[config.mk]
export PLATFORM = sky130hd
export DESIGN_NAME = ibex_data_bus_bridge
export DESIGN_NICKNAME = d
export VERILOG_FILES = /design/src/rtl/ibex_data_bus_bridge.sv
export SDC_FILE = /design/constraint.sdc
export NUM_CORES = 1
export LEC_CHECK = 0
export BUFFER_PORTS_ARGS = -buffer_cell sky130_fd_sc_hd__buf_2
export CORE_AREA = 5 5 79 81
export CTS_CLUSTER_SIZE = 8
export DETAILED_ROUTE_END_ITERATION = 8
export DIE_AREA = 0 0 84 86
export HOLD_SLACK_MARGIN = 0.05
export MAX_ROUTING_LAYER = met4
export PLACE_DENSITY_LB_ADDON = 0.1
export REMOVE_ABC_BUFFERS = 1
export SLEW_MARGIN = 10
export SYNTH_ARGS = -nofsm -noshare
export SYNTH_HDL_FRONTEND = slang
export SYNTH_SLANG_ARGS = --single-unit
[constraint.sdc]
create_clock -name clk_i -period 2.6 [get_ports clk_i]
set_input_delay 0.13 -clock clk_i [delete_from_list [all_inputs] [get_ports clk_i]]
set_output_delay 0.13 -clock clk_i [all_outputs]
set_load 0.01 [all_outputs]
[src/rtl/ibex_data_bus_bridge.sv]
// Bridges the Ibex data port onto a valid/ready A/D bus, with a local error response for out-of-window accesses.
// Define IBEX_BRIDGE_RSP_REG_EN to register bus responses (1-cycle latency); otherwise they pass through combinationally.
module ibex_data_bus_bridge #(
  parameter int unsigned MAX_OUTSTANDING = 2,
  parameter logic [31:0] ADDR_BASE       = 32'h8000_0000,
  parameter logic [31:0] ADDR_MASK       = 32'hF000_0000
) (
  input  logic        clk_i,
  input  logic        rst_i,
  input  logic        data_req_i,
  output logic        data_gnt_o,
  input  logic        data_we_i,
  input  logic [3:0]  data_be_i,
  input  logic [31:0] data_addr_i,
  input  logic [31:0] data_wdata_i,
  output logic        data_rvalid_o,
  output logic [31:0] data_rdata_o,
  output logic        data_err_o,
  output logic        a_valid_o,
  input  logic        a_ready_i,
  output logic        a_we_o,
  output logic [3:0]  a_mask_o,
  output logic [31:0] a_addr_o,
  output logic [31:0] a_data_o,
  input  logic        d_valid_i,
  output logic        d_ready_o,
  input  logic [31:0] d_data_i,
  input  logic        d_error_i,
  output logic        err_unexpected_o
);

  localparam int unsigned   CW      = $clog2(MAX_OUTSTANDING + 1);
  localparam logic [CW-1:0] MAX_CNT = CW'(MAX_OUTSTANDING);

  typedef enum logic [1:0] {IDLE, BUSY, LERR} state_t;

  state_t        state, state_next;
  logic [CW-1:0] cnt, cnt_next;
  logic          in_window;
  logic          a_hs;
  logic          d_hs;
  logic          d_drop;
  logic          lerr_gnt;
  logic          bus_valid;
  logic          bus_err;
  logic [31:0]   bus_data;

  assign a_we_o   = data_we_i;
  assign a_mask_o = data_be_i;
  assign a_addr_o = data_addr_i;
  assign a_data_o = data_wdata_i;

  // Out-of-window requests are only granted from IDLE so their error response stays in order behind bus traffic.
  always_comb begin
    in_window  = (data_addr_i & ADDR_MASK) == ADDR_BASE;
    a_valid_o  = !rst_i && data_req_i && in_window && (state != LERR) && (cnt < MAX_CNT);
    a_hs       = a_valid_o && a_ready_i;
    lerr_gnt   = !rst_i && data_req_i && !in_window && (state == IDLE);
    data_gnt_o = a_hs || lerr_gnt;
    d_ready_o  = !rst_i && ((cnt != '0) || d_valid_i);
    d_hs       = d_valid_i && d_ready_o && (cnt != '0);
    d_drop     = d_valid_i && d_ready_o && (cnt == '0);
  end

  always_comb begin
    cnt_next = cnt;
    if (a_hs && !d_hs) begin
      cnt_next = cnt + CW'(1);
    end else if (!a_hs && d_hs) begin
      cnt_next = cnt - CW'(1);
    end
  end

  always_comb begin
    state_next = state;
    if (lerr_gnt) begin
      state_next = LERR;
    end else if (cnt_next != '0) begin
      state_next = BUSY;
    end else begin
      state_next = IDLE;
    end
  end

  always_ff @(posedge clk_i or posedge rst_i) begin
    if (rst_i) begin
      state            <= IDLE;
      cnt              <= '0;
      err_unexpected_o <= 1'b0;
    end else begin
      state <= state_next;
      cnt   <= cnt_next;
      if (d_drop) begin
        err_unexpected_o <= 1'b1;
      end
    end
  end

`ifdef IBEX_BRIDGE_RSP_REG_EN
  logic        rsp_valid_q;
  logic        rsp_err_q;
  logic [31:0] rsp_data_q;

  always_ff @(posedge clk_i or posedge rst_i) begin
    if (rst_i) begin
      rsp_valid_q <= 1'b0;
      rsp_err_q   <= 1'b0;
      rsp_data_q  <= '0;
    end else begin
      rsp_valid_q <= d_hs;
      rsp_err_q   <= d_hs && d_error_i;
      rsp_data_q  <= d_hs ? d_data_i : '0;
    end
  end

  assign bus_valid = rsp_valid_q;
  assign bus_err   = rsp_err_q;
  assign bus_data  = rsp_data_q;
`else
  assign bus_valid = d_hs;
  assign bus_err   = d_hs && d_error_i;
  assign bus_data  = d_hs ? d_data_i : '0;
`endif

  // LERR is only entered with nothing outstanding, so the two sources never collide; bus wins regardless.
  always_comb begin
    data_rvalid_o = 1'b0;
    data_err_o    = 1'b0;
    data_rdata_o  = '0;
    if (bus_valid) begin
      data_rvalid_o = 1'b1;
      data_err_o    = bus_err;
      data_rdata_o  = bus_data;
    end else if (state == LERR) begin
      data_rvalid_o = 1'b1;
      data_err_o    = 1'b1;
    end
  end

endmodule

==> results of run 1 <==
==> state kept, by name, indices dropped and copies added, names as in the netlist <==
signal and cells:
err_unexpected_o 1, state 2, cnt 2
==> stage by stage <==
| step | std cells | power (mW) |
|---|---|---|
| final | 227 | 0.6102 |
| after global routing | 227 | 0.6590 |
| after CTS | 227 | 0.6159 |
| after detailed placement | 222 | 0.4640 |
| after global placement | 222 | 0.4635 |
| after floorplan | 66 | 0.3236 |
==> worst max-delay path: stages, from the launching register on <==
cell     delay (ns)
dfrtp_1        0.39
inv_1          0.09
ha_1           0.24
nor3b_4        0.43
buf_4          0.34
and2_1         0.18
buf_2          0.13
==> Yosys cell counts <==
master and number:
a21oi_1 2, a311oi_2 1, a31o_2 1, and2_1 32, and4_1 1, buf_4 69, buf_6 1, clkbuf_1 4
dfrtp_1 5, ha_1 1, inv_1 4, mux2i_1 1, nand2_1 1, nand2b_1 3, nand3_1 2, nor2_1 1
nor2b_1 2, nor3b_4 1, nor4b_1 1, nor4b_4 1, o21ai_0 1, o22ai_1 1, or2_1 1, or3_1 1
xnor2_1 1, xnor2_2 1
==> final timing paths <==
| check | end | slack, ns | depth (start not counted) |
|---|---|---|---|
| hold / removal | err_unexpected_o$_DFFE_PP0P_ | 0.21 | 2 |
| hold reg to reg | state[1]$_DFF_PP0_ | 0.48 | 1 |
| setup reg to reg | state[0]$_DFF_PP0_ | 0.62 | 6 |
| max in group asynchronous | cnt[1]$_DFF_PP0_ | 1.96 | 3 |
| min in group asynchronous | err_unexpected_o$_DFFE_PP0P_ | 0.44 | 3 |
| setup / recovery | data_rdata_o[9] | 0.44 | 6 |
==> power by group <==
| group | switching, mW | internal, mW | total (mW) |
|---|---|---|---|
| clock network | 0.0405 | 0.105 | 0.146 |
| registers | 0.0211 | 0.105 | 0.127 |
| logic | 0.178 | 0.160 | 0.338 |
| total | 0.239 | 0.371 | 0.610 |
==> cell families after synthesis <==
family,share of synthesized area
flops,0.1139
compound gates,0.04100
mux,0.009112
buf+inv,0.5091
xor+xnor,0.02278
fa+ha+maj,0.01139
simple gates,0.2927
==> final cells by class <==
cell class / instances / area (um2)
inverters: 4 / 15.01
well taps: 72 / 90.09
fillers: 646 / 4283
repair buffers: 85 / 432.9
flip-flops and latches: 5 / 125.1
multi-input cells: 57 / 414.1
clock buffers: 4 / 45.04
==> layer usage <==
| metal | up-vias | GRT usage | wire (um) |
|---|---|---|---|
| met5 | - | - | 0 |
| met4 | 0 | 0.05556 | 272 |
| met3 | 18 | 0.3141 | 2552 |
| met2 | 187 | 0.4700 | 4891 |
| met1 | 342 | 0.1041 | 1405 |
| li1 | 395 | - | - |
==> cells in the final DEF (no fill, tap or decap) <==
cell type / Yosys / final
buf_2: 0 / 83
and2_1: 32 / 32
dfrtp_1: 5 / 5
inv_1: 4 / 4
nand2b_1: 3 / 3
clkbuf_8: 0 / 3
nor2b_1: 2 / 2
a21oi_1: 2 / 2
nand3_1: 2 / 2
nor3b_4: 1 / 1
nor4b_4: 1 / 1
and4_1: 1 / 1
xnor2_2: 1 / 1
xnor2_1: 1 / 1
nor4b_1: 1 / 1
o22ai_1: 1 / 1
or3_1: 1 / 1
mux2i_1: 1 / 1
a311oi_2: 1 / 1
or2_1: 1 / 1
nor2_1: 1 / 1
nand2_1: 1 / 1
o21ai_0: 1 / 1
a31o_2: 1 / 1
ha_1: 1 / 1
clkbuf_1: 4 / 1
dlygate4sd3_1: 0 / 1
buf_4: 69 / 1
==> flow_summary.yaml, run 1 <==
detailed_routing:
  drc: 0
  wire_per_inst_um: 40.18
  first_iter_violations: 29
  wirelength_um: 9121
  vias: 942
  vias_per_cell: 4.150
  ant_nets: 0
  drt_first_pass_iters: 4
setup_path:
  worstSetupStartpointType: "register"
  crit_start: "cnt[1]$_DFF_PP0_"
  critPathCaptureType: "output port"
  required_ns: 2.47
  crit_fanout: 28
  worstSetupPathType: "reg2out"
  cp.arrival_ns: 2.03
  reg2reg_from: "cnt[1]$_DFF_PP0_"
clocking:
  ctsLongestPathBuffers: 2
  numCtsBuffers: 3
  cts.clk_slew.worst_paths_ns: 0.04
  cts_tree: "yes"
  cts_sinks: 5
  root_buffer: "clkbuf_8"
  cts_setup_buffers: 0
  htree_levels: 1
  cts_hold_buf: 1
  worstSkewPairLatency_ns: 0.22
  cts_resized: 0
timing:
  rsz0062_at_grt: "no"
  hold_viol: 0
  worst_clock_skew_ns: 0.00007923
  fin_hold_ws_ns: 0.2150
  tightest_slew_ns: 0.5724
  finalCritPeriodShare: 0.8295
  fin_crit_ns: 2.157
  fmax_mhz: 463.7
  setup_tns_ns: 0
  relSlewSlack: 0.6131
  drv_slew: 0
  setup_viol_count_final: 0
  setup_ws_ns: 0.4433
placement:
  dpl_cell_area_um2: 1067
  place_ws_ns: 0.6152
  portBuffers: 83
  gp_congestion: 0.9672
  hpwl_um: 8691
synth:
  synth_seq_cells: 5
  yosysSeqAreaShare: 0.1139
  synth_area_um2: 1099
  synth_area_per_cell_um2: 7.847
  synth.area.top_cells: "buf_4 (47%), and2_1 (18%), dfrtp_1 (11%), nor4b_4 (2.2%), nand2b_1 (1.7%)"
  yosysUniqueCellTypes: 26
  yosysWarnings: 0
  synth.top_cell.area_share: 0.4715
  yosysTopAreaCell: "buf_4"
  syn-instance-count: 140
floorplanning:
  die_area_um2: 7224
  die_w_um: 84
  rows: 27
  ios: 214
  core-area_um2: 5405
  die_y_um: 86
  start_util: 0.2032
worst_hold_path:
  hold_path_class: "in2reg"
  hold_start: "d_valid_i"
pwr:
  ir_worst_vdd_v: 0.0001101
  p_leak_nw: 0.6451
  p_per_area_nw_per_um2: 543.7
status:
  status: "complete, no violations"
finish:
  stdcell_area_um2: 1122
  drive_gt1_frac: 0.5935
  num_antenna_cells: 0
  final_util: 0.2076
  area_growth_pct: 2.164
  layout.nets: 264
grt:
  grt_pass1_wl_um: 10960
  track_usage: 0.2462
  grt_antenna_before_repair: 0
  grt_pass1_vias: 963
  grt_max_degree: 29
  grt.overflow.total: 0
run:
  cap_viol_max_count: 0
Power figures use the tool's default switching activity.
==> run 2, diff against run 1 <==
--- a/config.mk
+++ b/config.mk
@@ -6,10 +6,10 @@
 export NUM_CORES = 1
 export LEC_CHECK = 0
 export BUFFER_PORTS_ARGS = -buffer_cell sky130_fd_sc_hd__buf_2
-export CORE_AREA = 5 5 79 81
+export CORE_AREA = 5 5 80 82
 export CTS_CLUSTER_SIZE = 8
 export DETAILED_ROUTE_END_ITERATION = 8
-export DIE_AREA = 0 0 84 86
+export DIE_AREA = 0 0 85 87
 export HOLD_SLACK_MARGIN = 0.05
 export MAX_ROUTING_LAYER = met4
 export PLACE_DENSITY_LB_ADDON = 0.1
==> constraint.sdc (replaced) <==
create_clock -name clk_i -period 1.7 [get_ports clk_i]
set_input_delay 0.085 -clock clk_i [delete_from_list [all_inputs] [get_ports clk_i]]
set_output_delay 0.085 -clock clk_i [all_outputs]
set_load 0.01 [all_outputs]
==> flow_summary.yaml, run 2 (synthesized netlist as in run 1, its figures left out) <==
setup_path:
  crit_fanout: 21
  slowest_delay_ns: 0.37
  crit_chain: "inv_2 > ha_4 > nor3b_4 > buf_6 > and2_1 > buf_2"
  critPathCaptureType: "output port"
  slowest_stage: "dfrtp_1"
  cp.arrival_ns: 1.60
  worstSetupPathType: "reg2out"
  worstSetupStartpointType: "register"
  required_ns: 1.62
  rrSetupSlack_ns: 0.04
detailed_routing:
  vias: 985
  drt_first_pass_iters: 4
  wire_per_inst_um: 30.98
  vias_per_cell: 4.087
  first_iter_violations: 25
  ant_nets: 0
  drc: 0
  wirelength_um: 7466
timing:
  fmax_mhz: 595.0
  rsz0062_at_grt: "yes"
  drv_slew: 0
  fin_crit_ns: 1.681
  worst_clock_skew_ns: 0.003512
  relSlewSlack: 0.7896
  tightest_slew_ns: 0.3153
  hold_viol: 0
  finalCritPeriodShare: 0.9886
  fin_hold_ws_ns: 0.1528
  setup_ws_ns: 0.01937
  setup_viol_count_final: 0
placement:
  hpwl_um: 6753
  place_ws_ns: 0.04632
  portBuffers: 83
  gp_congestion: 0.8572
  dpl_cell_area_um2: 1101
floorplanning:
  rows: 28
  die_y_um: 87
  ios: 214
  die_w_um: 85
  core-area_um2: 5675
  die_area_um2: 7395
  start_util: 0.1936
finish:
  layout_commonest_cell: "buf_2"
  stdcell_area_um2: 1300
  num_antenna_cells: 0
  area_growth_pct: 18.34
  layout_common_cells: "buf_2 (76), and2_1 (25), buf_6 (10), buf_4 (9), and2_4 (7)"
  fillers: 665
  drive_gt1_frac: 0.6928
  top_regs: "cnt x2, state x2, err_unexpected_o x1"
  layout.nets: 275
clocking:
  numCtsBuffers: 3
  htree_levels: 1
  root_buffer: "clkbuf_8"
  cts_sinks: 5
  cts_tree: "yes"
  worstSkewPairLatency_ns: 0.22
  cts.clk_slew.worst_paths_ns: 0.04
  ctsLongestPathBuffers: 2
pwr:
  p_per_area_nw_per_um2: 894.8
  ir_worst_vdd_v: 0.0002964
  p_leak_nw: 0.7215
grt:
  top_usage_layer: "met3"
  grt_max_degree: 22
  grt_use_met3: 0.2952
  met2_usage: 0.2564
  grt_pass1_wl_um: 9183
  grt_antenna_before_repair: 0
  grt.overflow.total: 0
  track_usage: 0.1952
  grt_pass1_vias: 997
  grt_util_met1: 0.1581
status:
  status: "complete, no violations"
run:
  cap_viol_max_count: 0
worst_hold_path:
  hold_path_class: "in2reg"
[run 2: changes by cell type in the layout (fill, tap and decap cells not counted), moves of 2 or more]
cell / before / now
buf_6: 0 / 10
buf_4: 1 / 9
and2_1: 32 / 25
and2_4: 0 / 7
buf_2: 83 / 76
inv_1: 4 / 2
inv_2: 0 / 2
[run 2: final timing paths]
path | depth (start not counted) | start | to
worst max-delay path | 6 | cnt[1]$_DFF_PP0_ | data_rdata_o[7]
worst min-delay path | 2 | d_valid_i | err_unexpected_o$_DFFE_PP0P_
worst max register to register | 8 | cnt[1]$_DFF_PP0_ | state[0]$_DFF_PP0_
worst min register to register | 1 | err_unexpected_o$_DFFE_PP0P_ | err_unexpected_o$_DFFE_PP0P_
max in group asynchronous | 3 | rst_i | cnt[1]$_DFF_PP0_
min in group asynchronous | 3 | rst_i | cnt[0]$_DFF_PP0_
[run 2: cell type report]
cell class / count / area (um2) / area share
inverters: 4 / 15.01 / 0.01155
clock buffers: 4 / 45.04 / 0.03465
flip-flops and latches: 5 / 125.1 / 0.09625
repair buffers: 96 / 570.5 / 0.4389
multi-input cells: 57 / 450.4 / 0.3465
well taps: 75 / 93.84 / 0.07218
[run 2: routing by layer]
| layer | share of wire | wire length (um) |
|---|---|---|
| met1 | 0.27 | 2000 |
| met4 | 0.00054 | 4 |
| met5 | 0 | 0 |
| met3 | 0.33 | 2476 |
| met2 | 0.40 | 2984 |
[run 2: per-stage QoR]
stage,utilization,cells,power (mW),TNS (ns)
after floorplan,-,66,0.4949,-0.5522
after global placement,0.1940,229,0.7492,0
after detailed placement,0.1940,229,0.7517,0
after CTS,0.2152,240,1.103,-0.02976
after global routing,0.2291,241,1.267,-2.170
final,0.2291,241,1.163,0
[run 2: worst max-delay path, delay by kind of cell, from the launching register on]
| kind | cells | cell delay, ns |
|---|---|---|
| flip-flops | 1 | 0.37 |
| buffers and inverters | 3 | 0.41 |
| AND/OR/NAND/NOR | 2 | 0.44 |
| adder cells (fa/ha/maj) | 1 | 0.17 |
[run 2: where the power goes]
part	internal (mW)	switching, mW
combinational	0.423	0.338
sequential	0.161	0.0249
clock	0.161	0.0557
[run 2: timing repair]
item / in CTS / in global routing
hold buffers: 1 / 0
endpoints found under the hold margin: 5 / 0
gates resized for setup: 7 / 18
buffers inserted: 6 / 1
setup endpoints to repair: 34 / 35
pin swaps: 5 / 8
gates cloned: 1 / 0
